==> config.mk <==
export PLATFORM = sky130hd
export DESIGN_NAME = doc_monitor_sysid_check
export DESIGN_NICKNAME = d
export VERILOG_FILES = /design/src/rtl/doc_monitor_pkg.sv /design/src/rtl/doc_monitor_wait_timer.sv /design/src/rtl/doc_monitor_sysid_check.sv
export SDC_FILE = /design/constraint.sdc
export NUM_CORES = 1
export LEC_CHECK = 0
export ABC_AREA = 1
export BUFFER_PORTS_ARGS = -buffer_cell sky130_fd_sc_hd__buf_2
export CAP_MARGIN = 40
export CORE_ASPECT_RATIO = 0.5
export CORE_MARGIN = 3
export CORE_UTILIZATION = 45
export CTS_BUF_LIST = sky130_fd_sc_hd__clkbuf_16
export CTS_CLUSTER_SIZE = 40
export DETAILED_ROUTE_END_ITERATION = 8
export GPL_TIMING_DRIVEN = 1
export PLACE_DENSITY = 0.83
export SLEW_MARGIN = 20
export SYNTH_ARGS = -nofsm -noshare
export SYNTH_HDL_FRONTEND = slang
export SYNTH_SLANG_ARGS = --single-unit
==> constraint.sdc <==
create_clock -name clock -period 1.85 [get_ports clock]
set_clock_uncertainty 0.15 [all_clocks]
set_input_delay 0.4625 -clock clock [delete_from_list [all_inputs] [get_ports clock]]
set_output_delay 0.4625 -clock clock [all_outputs]
set_load 0.02 [all_outputs]
==> src/rtl/doc_monitor_pkg.sv <==
// Shared definitions for the sysid check monitor.
//   state_e      : controller state encoding
//   AddrId/AddrTs: sysid word select values driven on avm_address
//   WaitCntW     : width of the per-read wait counter
package doc_monitor_pkg;

   typedef enum logic [2:0] {
      StIdle,
      StRdId,
      StRdTs,
      StCmp,
      StDone
   } state_e;

   localparam logic AddrId = 1'b0;
   localparam logic AddrTs = 1'b1;

   localparam int unsigned WaitCntW = 16;

endpackage

==> src/rtl/doc_monitor_wait_timer.sv <==
// Per-read wait counter for the sysid check monitor.
//   clock, reset_n : clock, synchronous active-low reset
//   clear          : zero the counter (pulsed on every state change of the owner)
//   stall          : read outstanding and slave asserting waitrequest
//   expired        : stall seen with the counter already at Timeout; read must be abandoned
module doc_monitor_wait_timer
   import doc_monitor_pkg::*;
#(
   parameter int unsigned Timeout = 255
) (
   input  logic clock,
   input  logic reset_n,
   input  logic clear,
   input  logic stall,
   output logic expired
);

   localparam logic [WaitCntW-1:0] Limit = WaitCntW'(Timeout);

   logic [WaitCntW-1:0] count_q, count_d;

   assign expired = stall && (count_q == Limit);

   always_comb begin
      count_d = count_q;
      if (clear) begin
         count_d = '0;
      end else if (stall && !expired) begin
         // Saturates at Limit because expiry forces the owner to leave the read state.
         count_d = count_q + WaitCntW'(1);
      end
   end

   always_ff @(posedge clock) begin
      if (!reset_n) begin
         count_q <= '0;
      end else begin
         count_q <= count_d;
      end
   end

endmodule

==> src/rtl/doc_monitor_sysid_check.sv <==
// Reads the two sysid words over Avalon-MM, compares them against expected values and
// retries up to MAX_RETRY times. A check runs automatically after reset and on each start.
//   clock, reset_n           : clock, synchronous active-low reset
//   start                    : single-cycle check request (ignored while busy)
//   avm_address/avm_read     : Avalon-MM read master (address 0 = id, 1 = timestamp)
//   avm_readdata/waitrequest : Avalon-MM read response
//   busy, done               : check in progress / finished (done sticky until next start)
//   pass, fail_id, fail_ts   : outcome of the final attempt
//   timeout                  : final attempt abandoned by the wait timer
//   id_value, ts_value       : last captured sysid words
//   retry_count              : retries consumed by the current/last check
module doc_monitor_sysid_check
   import doc_monitor_pkg::*;
#(
   parameter logic [31:0] EXPECTED_ID = 32'd13709566,
   parameter logic [31:0] EXPECTED_TS = 32'd1431089092,
   parameter int unsigned TIMEOUT     = 255,
   parameter int unsigned MAX_RETRY   = 3
) (
   input  logic        clock,
   input  logic        reset_n,
   input  logic        start,
   output logic        avm_address,
   output logic        avm_read,
   input  logic [31:0] avm_readdata,
   input  logic        avm_waitrequest,
   output logic        busy,
   output logic        done,
   output logic        pass,
   output logic        fail_id,
   output logic        fail_ts,
   output logic        timeout,
   output logic [31:0] id_value,
   output logic [31:0] ts_value,
   output logic [1:0]  retry_count
);

   localparam logic [1:0] MaxRetry = 2'(MAX_RETRY);

   state_e      state_q, state_d;
   logic        boot_q;
   logic [1:0]  retry_q, retry_d;
   logic [31:0] id_q, id_d;
   logic [31:0] ts_q, ts_d;
   logic        pass_q, pass_d;
   logic        fail_id_q, fail_id_d;
   logic        fail_ts_q, fail_ts_d;
   logic        timeout_q, timeout_d;
   // Timeout flag of the attempt in flight; only published to timeout at the end.
   logic        att_to_q, att_to_d;

   logic        start_eff;
   logic        accept;
   logic        stall;
   logic        expired;
   logic        timer_clear;
   logic        id_ok;
   logic        ts_ok;
   logic        attempt_ok;

   // The cycle right after reset release behaves as a sampled start.
   assign start_eff  = start || boot_q;
   assign accept     = avm_read && !avm_waitrequest;
   assign stall      = avm_read && avm_waitrequest;
   assign timer_clear = (state_d != state_q);

   assign id_ok      = (id_q == EXPECTED_ID);
   assign ts_ok      = (ts_q == EXPECTED_TS);
   assign attempt_ok = !att_to_q && id_ok && ts_ok;

   doc_monitor_wait_timer #(
      .Timeout (TIMEOUT)
   ) u_wait_timer (
      .clock   (clock),
      .reset_n (reset_n),
      .clear   (timer_clear),
      .stall   (stall),
      .expired (expired)
   );

   always_comb begin
      avm_read    = (state_q == StRdId) || (state_q == StRdTs);
      avm_address = (state_q == StRdTs) ? AddrTs : AddrId;
      busy        = avm_read || (state_q == StCmp);
      done        = (state_q == StDone);
      pass        = pass_q;
      fail_id     = fail_id_q;
      fail_ts     = fail_ts_q;
      timeout     = timeout_q;
      id_value    = id_q;
      ts_value    = ts_q;
      retry_count = retry_q;
   end

   always_comb begin
      state_d   = state_q;
      retry_d   = retry_q;
      id_d      = id_q;
      ts_d      = ts_q;
      pass_d    = pass_q;
      fail_id_d = fail_id_q;
      fail_ts_d = fail_ts_q;
      timeout_d = timeout_q;
      att_to_d  = att_to_q;

      unique case (state_q)
         StIdle, StDone: begin
            if (start_eff) begin
               state_d   = StRdId;
               retry_d   = '0;
               pass_d    = 1'b0;
               fail_id_d = 1'b0;
               fail_ts_d = 1'b0;
               timeout_d = 1'b0;
               att_to_d  = 1'b0;
            end
         end
         StRdId: begin
            if (accept) begin
               id_d    = avm_readdata;
               state_d = StRdTs;
            end else if (expired) begin
               att_to_d = 1'b1;
               state_d  = StCmp;
            end
         end
         StRdTs: begin
            if (accept) begin
               ts_d    = avm_readdata;
               state_d = StCmp;
            end else if (expired) begin
               att_to_d = 1'b1;
               state_d  = StCmp;
            end
         end
         StCmp: begin
            if (!attempt_ok && (retry_q < MaxRetry)) begin
               retry_d  = retry_q + 2'd1;
               att_to_d = 1'b0;
               state_d  = StRdId;
            end else begin
               state_d   = StDone;
               pass_d    = attempt_ok;
               // A timed-out attempt reports only the timeout, never a compare failure.
               fail_id_d = !att_to_q && !id_ok;
               fail_ts_d = !att_to_q && !ts_ok;
               timeout_d = att_to_q;
            end
         end
         default: state_d = StIdle;
      endcase
   end

   always_ff @(posedge clock) begin
      if (!reset_n) begin
         state_q   <= StIdle;
         boot_q    <= 1'b1;
         retry_q   <= '0;
         id_q      <= '0;
         ts_q      <= '0;
         pass_q    <= 1'b0;
         fail_id_q <= 1'b0;
         fail_ts_q <= 1'b0;
         timeout_q <= 1'b0;
         att_to_q  <= 1'b0;
      end else begin
         state_q   <= state_d;
         boot_q    <= 1'b0;
         retry_q   <= retry_d;
         id_q      <= id_d;
         ts_q      <= ts_d;
         pass_q    <= pass_d;
         fail_id_q <= fail_id_d;
         fail_ts_q <= fail_ts_d;
         timeout_q <= timeout_d;
         att_to_q  <= att_to_d;
      end
   end

endmodule

Yosys cells after proc, flatten, opt, wreduce, memory -nomap -nowiden
Cells that the tools add are included.
Widths: inputs -> output; s select.
{"block": "totals", "reg_bits": 91, "out_inout_bits": 74, "wordCells": 81}
{"block": "op_classes", "addsub": 2, "order_cmp": 1, "eq_ne": 13, "muxes": 24, "bitwise_logic": 1, "n_reduce_logical": 29}
{"cell": "$eq 32x24->1 const B", "count": 1}
{"cell": "$eq 32x31->1 const B", "count": 1}
{"cell": "$add 16x1->16 const B", "count": 1}
{"cell": "$eq 16x8->1 const B", "count": 1}
{"cell": "$mux 3", "count": 5}
{"cell": "$pmux 3 s4", "count": 1}
{"cell": "$mux 1", "count": 10}
{"cell": "$logic_and 1x1->1", "count": 9}
{"cell": "$pmux 1 s2", "count": 4}
{"cell": "$eq 3x2->1 const B", "count": 2}
{"cell": "$logic_not 1->1", "count": 6}
{"cell": "$ne 2x2->1 const B", "count": 3}
{"cell": "$reduce_and 3->1", "count": 2}
{"cell": "$reduce_or 2->1", "count": 3}
{"cell": "$reduce_and 5->1", "count": 1}
{"cell": "$mux 2", "count": 2}
{"cell": "$ne 2x1->1 const B", "count": 2}
{"cell": "$pmux 2 s2", "count": 1}
{"cell": "$reduce_and 2->1", "count": 2}
{"cell": "$eq 3x1->1 const B", "count": 1}
{"cell": "$eq 3x3->1 const B", "count": 1}
{"cell": "$logic_not 3->1", "count": 1}
{"cell": "$logic_or 1x1->1", "count": 3}
{"cell": "$ne 3x3->1", "count": 1}
{"cell": "other kinds (6)", "count": 6}

Logic depth before layout (Yosys ltp)
Gate-level depths: netlist of run 1.
{"block": "logic_depth", "word_depth": 9, "mapped_depth": 13, "ltp_nobuf": 13}

Hierarchy
From an unflattened synthesis of run 1, not the netlist that was laid out.
{"block": "hier_totals", "hier_cells": 579, "area_unflattened_um2": 4088.9}
{"mod": "doc_monitor_sysid_check", "instances": 1, "cells_per_inst": 427, "area_each_um2": 3079.2, "seq_area_each_um2": 1501.4}
{"mod": "doc_monitor_wait_timer", "instances": 1, "cells_per_inst": 152, "area_each_um2": 1009.7, "seq_area_each_um2": 320.3}

Worst setup path before layout of run 1
OpenSTA, ideal clock, no wires.
{"block": "synth_timing", "path_kind": "register -> register", "startpoint": "reg u_wait_timer.count_q[0]", "endpoint": "reg u_wait_timer.count_q[0]", "arrival_time_ns": 1.602, "required_ns": 1.580, "slack_ns": -0.022, "path_stages_with_launch": 12, "path_cell_list": "dfxtp_1 ha_1 nand3_1 nor3_2 nand2_1 o21ai_1 a21oi_2 nand2_1 nand2_2 nand3_4 buf_8 nor2_4"}
{"block": "synth_between", "elab_chain_cells": 7}
{"item": "from (decl)", "line_no": "doc_monitor_wait_timer.sv:20", "rtl": "logic [WaitCntW-1:0] count_q, count_d;"}
{"item": "from (signal assigned)", "line_no": "doc_monitor_wait_timer.sv:38", "rtl": "count_q <= count_d;"}
{"item": "$eq 16x8->1", "line_no": "doc_monitor_wait_timer.sv:22", "rtl": "assign expired = stall && (count_q == Limit);"}
{"item": "$logic_and 1x1->1", "line_no": "doc_monitor_wait_timer.sv:22"}
{"item": "$mux 3", "line_no": "doc_monitor_sysid_check.sv:122, doc_monitor_sysid_check.sv:131"}
{"item": "$mux 3 (on tied branches)", "line_no": "doc_monitor_sysid_check.sv:128, doc_monitor_sysid_check.sv:119"}
{"item": "$pmux 3 s4", "line_no": "doc_monitor_sysid_check.sv:106", "rtl": "unique case (state_q)"}
{"item": "$ne 3x3->1", "line_no": "doc_monitor_sysid_check.sv:65", "rtl": "assign timer_clear = (state_d != state_q);"}
{"item": "$reduce_or 2->1 (no source line)"}
Several ways; a longest one is shown, not always the timed one.
A chain may end at the register's enable or synchronous reset.

Worst setup path in the final report of run 1
{"block": "layout_timing", "startpoint": "reg state_q[1]", "endpoint": "reg u_wait_timer.count_q[0]"}
{"block": "layout_between", "elab_chain_cells": 9}
{"item": "from (decl)", "line_no": "doc_monitor_sysid_check.sv:40", "rtl": "state_e state_q, state_d;"}
{"item": "from (signal assigned)", "line_no": "doc_monitor_sysid_check.sv:156", "rtl": "state_q <= StIdle;"}
{"item": "from (signal assigned)", "line_no": "doc_monitor_sysid_check.sv:167", "rtl": "state_q <= state_d;"}
{"item": "$eq 3x1->1 / $eq 3x2->1 (equally long branches)", "line_no": "doc_monitor_sysid_check.sv:82, doc_monitor_sysid_check.sv:106"}
{"item": "$logic_or 1x1->1", "line_no": "doc_monitor_sysid_check.sv:82", "rtl": "avm_read = (state_q == StRdId) || (state_q == StRdTs);"}
{"item": "$logic_and 1x1->1", "line_no": "doc_monitor_sysid_check.sv:64", "rtl": "assign stall = avm_read && avm_waitrequest;"}
{"item": "$logic_and 1x1->1", "line_no": "doc_monitor_wait_timer.sv:22"}
{"item": "$mux 3", "line_no": "doc_monitor_sysid_check.sv:122, doc_monitor_sysid_check.sv:131"}
{"item": "$mux 3 (on tied branches)", "line_no": "doc_monitor_sysid_check.sv:128, doc_monitor_sysid_check.sv:119"}
{"item": "$pmux 3 s4", "line_no": "doc_monitor_sysid_check.sv:106"}
{"item": "$ne 3x3->1", "line_no": "doc_monitor_sysid_check.sv:65"}
{"item": "$reduce_or 2->1 (no source line)"}
Several ways; a longest one is shown, not always the timed one.

==> results of run 1 <==
[worst max-delay path by stage]
| stage | slack, ns | cells past startpoint | start | to |
|---|---|---|---|---|
| floorplan | 0.005 | 13 | id_value[4] | u_wait_timer.count_q[0] |
| global placement | -0.07 | 13 | id_value[20] | u_wait_timer.count_q[0] |
| detailed placement | -0.08 | 13 | id_value[20] | u_wait_timer.count_q[7] |
| CTS | 0.001 | 6 | state_q[1] | avm_read |
| global route | -0.15 | 13 | id_value[23] | u_wait_timer.count_q[0] |
| finish | -0.01 | 12 | state_q[1] | u_wait_timer.count_q[0] |
[report_power, final]
part,switching (mW),internal [mW]
sequential,0.0644,2.05
combinational,0.457,0.291
clock,0.839,0.949
total,1.36,3.29
[worst min-delay path: stages]
cell and delay [ns]:
buf_2 0.08, nor2_1 0.04, nor2_1 0.08
[through the flow]
step                cell area, um2  setup WS (ns)  TNS, ns
floorplan                     4100        0.00523        0
global placement              5110        -0.0692    -1.15
detailed placement            5110        -0.0835    -1.22
CTS                           5450        0.00139        0
global route                  5590         -0.146    -2.59
finish                        5590       -0.00966  -0.0181
[layout make-up]
type                       instances  area (um2)  area share
clock buffer                       9         225      0.0403
clock inverter                     7        67.6      0.0121
inverter                          77         294      0.0526
multi-input combinational        381        2020       0.361
sequential                        91        1840       0.329
tap                              112         140      0.0251
timing repair buffer             161        1010       0.180
[registers in the layout, indices dropped and copies added, names as in the netlist, 2 cells and up]
register / cells
ts_value: 32
id_value: 32
retry_count: 2
u_wait_timer.count_q: 16
state_q: 3
[Yosys cell counts]
library cell / number
a21oi_2: 1
clkbuf_1: 15
nand4_1: 8
nor2_2: 3
nand2_2: 4
nor4_1: 4
xor2_1: 11
buf_8: 1
o21ai_1: 1
nand3_1: 24
nand3_4: 1
xnor2_1: 4
a21oi_1: 40
nor3_1: 3
nand3b_1: 1
a31oi_1: 1
dfxtp_1: 91
nor2_1: 123
nor2_4: 10
nor3_2: 1
nand2_1: 64
ha_1: 2
inv_2: 3
inv_1: 74
buf_4: 1
buf_1: 4
o21ai_0: 75
[routing by layer]
layer,global-route usage,up-vias,part of all wire
li1,-,2117,-
met1,0.247,1910,0.43
met2,0.358,113,0.50
met3,0.0497,28,0.050
met4,0.0784,0,0.021
met5,0,-,0
[timing repair]
action | 4_1_cts | 5_1_grt
setup buffers | 0 | 3
pin swaps | 4 | 15
cloned | 0 | 0
resized for setup | 20 | 37
setup endpoints to repair | 24 | 27
[logic make-up after synthesis]
group | count (synthesis) | share of synthesized area
and+or+nand+nor | 246 | 0.272
xor gates and xnor gates | 15 | 0.0324
adders and majority gates | 2 | 0.00616
DFF | 91 | 0.449
buffers and inverters | 98 | 0.0943
AOI/OAI and AO/OA | 118 | 0.147
==> results by group, run 1 <==
Logic synthesis
  • Mapped Nets: 608
  • Synth cell types: 27
  • Largest area contributor in the netlist: dfxtp_1
  • Synthesized instance count: 570
  • Syn. warnings: 0
  • Synth Register Bits: 91
  • Area contributors post-synth: dfxtp_1 45%, nor2_1 11%, o21ai_0 9.2%, inv_1 6.8%, nand2_1 5.9%
  • Mapped Area: approximately 4100 um2
  • Average size of a mapped cell: 7.12 um2
  • Area share of the largest cell type after synthesis: 0.449
  • Register area share after synthesis: 0.449

Run status
  • Status: finished with violations
  • Failing checks: setup timing

Finish
  • Ant diodes: 0
  • Final Net Count: 759
  • Fillers: 685
  • Area Growth Syn to Fin: 37.7%
  • Final core utilization: 0.668
  • Ratio of cells with drive above 1 in the final layout: 0.340
  • Most frequent cells in the layout: 107 x nor2_1, 107 x buf_2, 80 x dfxtp_1
  • Final Non-Filler Cells: 838

Setup path
  • Crit path cell chain: inv_4, nor2_4, nand2_2, nand2_2, nand2_1, inv_2, nand3_1, a31oi_1, nor2_2, nand3_4, buf_12, nor2_4
  • Crit path arrival time: 1.93 ns
  • R2R Setup Slk: -0.01 ns
  • Reg2reg start: state_q[1]
  • RR Endpoint: u_wait_timer.count_q[0]
  • Worst path slowest cell: dfxtp_2
  • Worst setup SP type: flip-flop
  • Crit path max-delay family: simple AND/OR/NAND/NOR gates
  • Critical path class: reg -> reg
  • Setup crit end kind: flip-flop
  • Worst Path Required: 1.92 ns
  • Crit-path max FO: 6
  • CP max stage delay: between 0.3 and 0.4 ns
  • Worst Path Buf+Inv: 3
  • Register-to-Register Path Depth: 12

Detailed routing
  • Routed vias: 4,168
  • 1st-pass router iterations: 5
  • Antenna viol nets, final: 0
  • Via density per instance: approximately 5.0
  • # DRC: 0
  • Wire per inst: approximately 13 um
  • Initial drt markers: 235
  • Final WL: 10,800 um

Pwr
  • Final Power: 4.65 mW
  • Maximum vdd drop: ~0.52 mV
  • Power Density: 832 nW/um2
  • Leakage Power: 2.58 nW

Global routing
  • Initial antenna violation count: 0
  • Pin count of the biggest net entering global routing: 65
  • GRT overflow: 0
  • Vias in the first global route: 3,833
  • GRT Total Usage: 0.204
  • First-pass GRT wire length: about 17,000 um

Die
  • Core ar.: roughly 8400 um2
  • Starting Density: 0.485
  • Rows: 23
  • I/O Pins: 110
  • Die Ht: 73.2 um
  • Die width: between 100 and 150 um
  • Die ar.: 10,300 um2

Timing
  • Worst setup margin: -0.00966 ns
  • RSZ-0062 raised after global routing: true
  • Period utilization: 1.01
  • Finish-stage setup viols: 2
  • Period minus WS final: 1.86 ns
  • Max-slew violations: 0
  • Count of final hold-check violations: 0
  • Worst Tran Pin Value: 0.330 ns
  • WHS: 0.207 ns
  • Slew headroom: 0.779
  • Fmax: approximately 0.54 GHz

Hold path
  • Cells on Worst Hold Path: 3
  • WHS Endpoint: ts_value[20]
  • Worst Hold Class: in -> reg
  • Hold_sp: avm_readdata[20]

Clocking
  • CTS sink count: ~90
  • Bufs on Longest Clock Path: 2
  • CTS tree: built
  • Htree depth: 3
  • Worst-path clk slew: 0.07 ns
  • Clock tree root buffer cell: clkbuf_16
  • Num CTS Buffers: 9
  • Clk_lat worst skew: 0.34 ns
  • Hold buffers post-CTS: 0

Placement
  • Port buffer count: about 110
  • Final HPWL DP: 7800 um
  • Inst Count DP: 819
  • Placer Congestion: 0.932

Run
  • Maxcap violations: 0
No activity file was read; power rests on OpenSTA's default activity.
==> run 2: changes to the inputs <==
--- a/config.mk
+++ b/config.mk
@@ -8,10 +8,9 @@
 export ABC_AREA = 1
 export BUFFER_PORTS_ARGS = -buffer_cell sky130_fd_sc_hd__buf_2
 export CAP_MARGIN = 40
-export CORE_ASPECT_RATIO = 0.5
+export CORE_ASPECT_RATIO = 0.9
 export CORE_MARGIN = 3
 export CORE_UTILIZATION = 45
-export CTS_BUF_LIST = sky130_fd_sc_hd__clkbuf_16
 export CTS_CLUSTER_SIZE = 40
 export DETAILED_ROUTE_END_ITERATION = 8
 export GPL_TIMING_DRIVEN = 1
==> run 2 against run 1 <==
Largest cell class unchanged. Die area decreased by 0.65%. The flow still finishes with violations (setup timing). Worst hold slack got worse by 0.020 ns. First-iteration DRC count grew 35%. Sequential power hardly changed. Wire length up 12%.
==> results by group, run 2 (synthesized netlist as in run 1, its figures left out) <==
Run status
  • Status: finished with violations
  • Failing checks: setup timing

Clocking
  • Clock tree root buffer cell: clkbuf_8
  • Worst-path clk slew: 0.10 ns (+0.03 ns)
  • Num CTS Buffers: 9 (unchanged)
  • CTS tree: built
  • CTS sink count: 91 (unchanged)
  • Bufs on Longest Clock Path: 2 (unchanged)
  • Clk_lat worst skew: 0.37 ns (+0.03 ns)
  • Hold buffers post-CTS: 0 (unchanged)
  • Htree depth: 3 (unchanged)

Finish
  • Final core utilization: 0.647 (-0.0201)
  • Final Net Count: 759 (unchanged)
  • Fillers: 718 (+4.8%)
  • Area Growth Syn to Fin: 38.6%
  • Commonest non-fill, non-tap cell in the layout: buf_2
  • Most frequent cells in the layout: 105 x buf_2, 103 x nor2_1, 79 x dfxtp_1
  • Ant diodes: 0 (unchanged)
  • Finished Cell Area: 5630 um2 (+0.63%)
  • Ratio of cells with drive above 1 in the final layout: 0.346 (+0.00551)

Die
  • Core ar.: 8690 um2 (+3.8%)
  • Die Ht: 96.1 um (+31%)
  • Die width: 106 um (-24%)
  • Rows: 32 (+39%)
  • Die ar.: 10,200 um2 (-0.65%)
  • I/O Pins: 110 (unchanged)
  • Starting Density: 0.467 (-0.0175)

Detailed routing
  • # DRC: 0 (unchanged)
  • Wire per inst: 14.4 um (+11%)
  • Initial drt markers: 317 (+35%)
  • 1st-pass router iterations: 5 (unchanged)
  • Routed vias: 4,282 (+2.7%)
  • Via density per instance: 5.07 (+1.9%)
  • Final WL: 12,200 um (+12%)
  • Antenna viol nets, final: 0 (unchanged)

Timing
  • Worst setup margin: -0.133 ns (-0.123 ns)
  • Max-slew violations: 0 (unchanged)
  • RSZ-0062 raised after global routing: true
  • WHS: 0.186 ns (-0.0205 ns)
  • Count of final hold-check violations: 0 (unchanged)
  • Fmax: 0.504 GHz (-6.2%)
  • Worst Tran Pin Value: 0.360 ns (+0.0308 ns)
  • Period minus WS final: 1.98 ns (+0.123 ns)
  • Slew headroom: 0.758 (-0.0207)
  • Finish-stage setup viols: 19 (+17)
  • Period utilization: 1.07 (+0.0665)

Setup path
  • Setup crit end kind: flip-flop
  • Worst Path Buf+Inv: 3 (unchanged)
  • CP max stage delay: 0.38 ns (about the same)
  • Crit-path max FO: 8 (+2)
  • Critical path class: reg -> reg
  • Crit path arrival time: 2.09 ns (+0.16 ns)
  • Worst Path Required: 1.95 ns (+0.03 ns)
  • Crit path max-delay family: simple AND/OR/NAND/NOR gates
  • Crit path cell chain: inv_1, nand3_2, nand2_4, nand2_1, inv_2, nand3_1, a31oi_1, nor2_2, nand3_4, buf_12, nor2_4
  • Worst path slowest cell: dfxtp_4
  • Worst setup SP type: flip-flop

Hold path
  • Worst Hold Class: in -> reg

Pwr
  • Combinational Power Share: 0.177 (+0.016)
  • Net switching power figure: 1.32 mW (-2.9%)
  • Register share of total power: 0.476 (+0.021)
  • Clock share of power: 0.347 (-0.037)
  • Pint: 3.13 mW (-4.9%)
  • Power Density: 791 nW/um2 (-5.0%)
  • Leakage Power: 2.58 nW (+0.10%)
  • Maximum vdd drop: 0.327 mV (-37%)
  • Net Sw Frac: 0.297 (+0.00432)

Placement
  • Placer Congestion: 0.975 (+4.6%)
  • Port buffer count: 109 (unchanged)
  • Final HPWL DP: 8270 um (+6.1%)
  • Post-placement setup slack: -0.0759 ns (+0.00752 ns)
  • Dpl cell area: 5090 um2 (-0.27%)

Global routing
  • Initial antenna violation count: 0 (unchanged)
  • Vias in the first global route: 3,910 (+2.0%)
  • First-pass GRT wire length: 18,300 um (+6.0%)
  • Pin count of the biggest net entering global routing: 71 (+9.2%)
  • GRT Total Usage: 0.224 (+0.0203)
  • GRT overflow: 0 (unchanged)

Run
  • Maxcap violations: 0 (unchanged)
[run 2: cell count changes in the layout (fill, tap and decap cells not counted), sizes merged]
cell / delta
inv: -1
clkbuf: +1
bufinv: +2
clkinv: -2
[run 2: metal layers]
metal | global-route usage | routed length, um
met5 | 0 | 0
met2 | 0.389 | 6090
met4 | 0.0755 | 162
met1 | 0.274 | 5040
met3 | 0.0577 | 895
[run 2: final timing paths]
kind / start / to / slack, ns / depth (start not counted)
worst max-delay path: state_q[2] / u_wait_timer.count_q[0] / -0.13 / 11
worst min-delay path: avm_readdata[10] / ts_value[10] / 0.19 / 3
worst max register to register: state_q[2] / u_wait_timer.count_q[0] / -0.13 / 11
worst min register to register: id_value[26] / id_value[26] / 0.31 / 2
[run 2: worst min-delay path: stages]
cell    delay (ns)
buf_2         0.09
nor2_1        0.04
nor2_1        0.08
[run 2: layout make-up]
cell class / instances / area, um2 / area share
clock buffers: 10 / 128 / 0.0227
clock inverters: 6 / 96.3 / 0.0171
inverters: 77 / 297 / 0.0527
multi-input cells: 381 / 2090 / 0.371
flip-flops and latches: 91 / 1840 / 0.328
well taps: 119 / 149 / 0.0265
repair buffers: 161 / 1020 / 0.182
[run 2: timing repair]
action / CTS / global route
pin swaps: 6 / 7
gates resized for setup: 36 / 44
hold endpoints to repair: 0 / 0
buffers inserted: 3 / 3
setup endpoints to repair: 27 / 28
[run 2: stage by stage]
step | cells | power [mW] | setup TNS [ns]
6_report | 845 | 4.45 | -2.13
2_1_floorplan | 570 | 2.56 | 0
3_5_place_dp | 823 | 2.86 | -0.996
4_1_cts | 842 | 4.41 | -0.0570
3_3_place_gp | 823 | 2.84 | -0.0275
5_1_grt | 845 | 4.63 | -3.61
[run 2: power by group through the flow]
stage	Sequential, mW	Combinational (mW)	Clock (mW)
detailed placement	2.16	0.706	0
global placement	2.15	0.689	0
finish	2.12	0.790	1.54
floorplan	2.26	0.307	0
CTS	2.11	0.739	1.56
global route	2.13	0.858	1.65
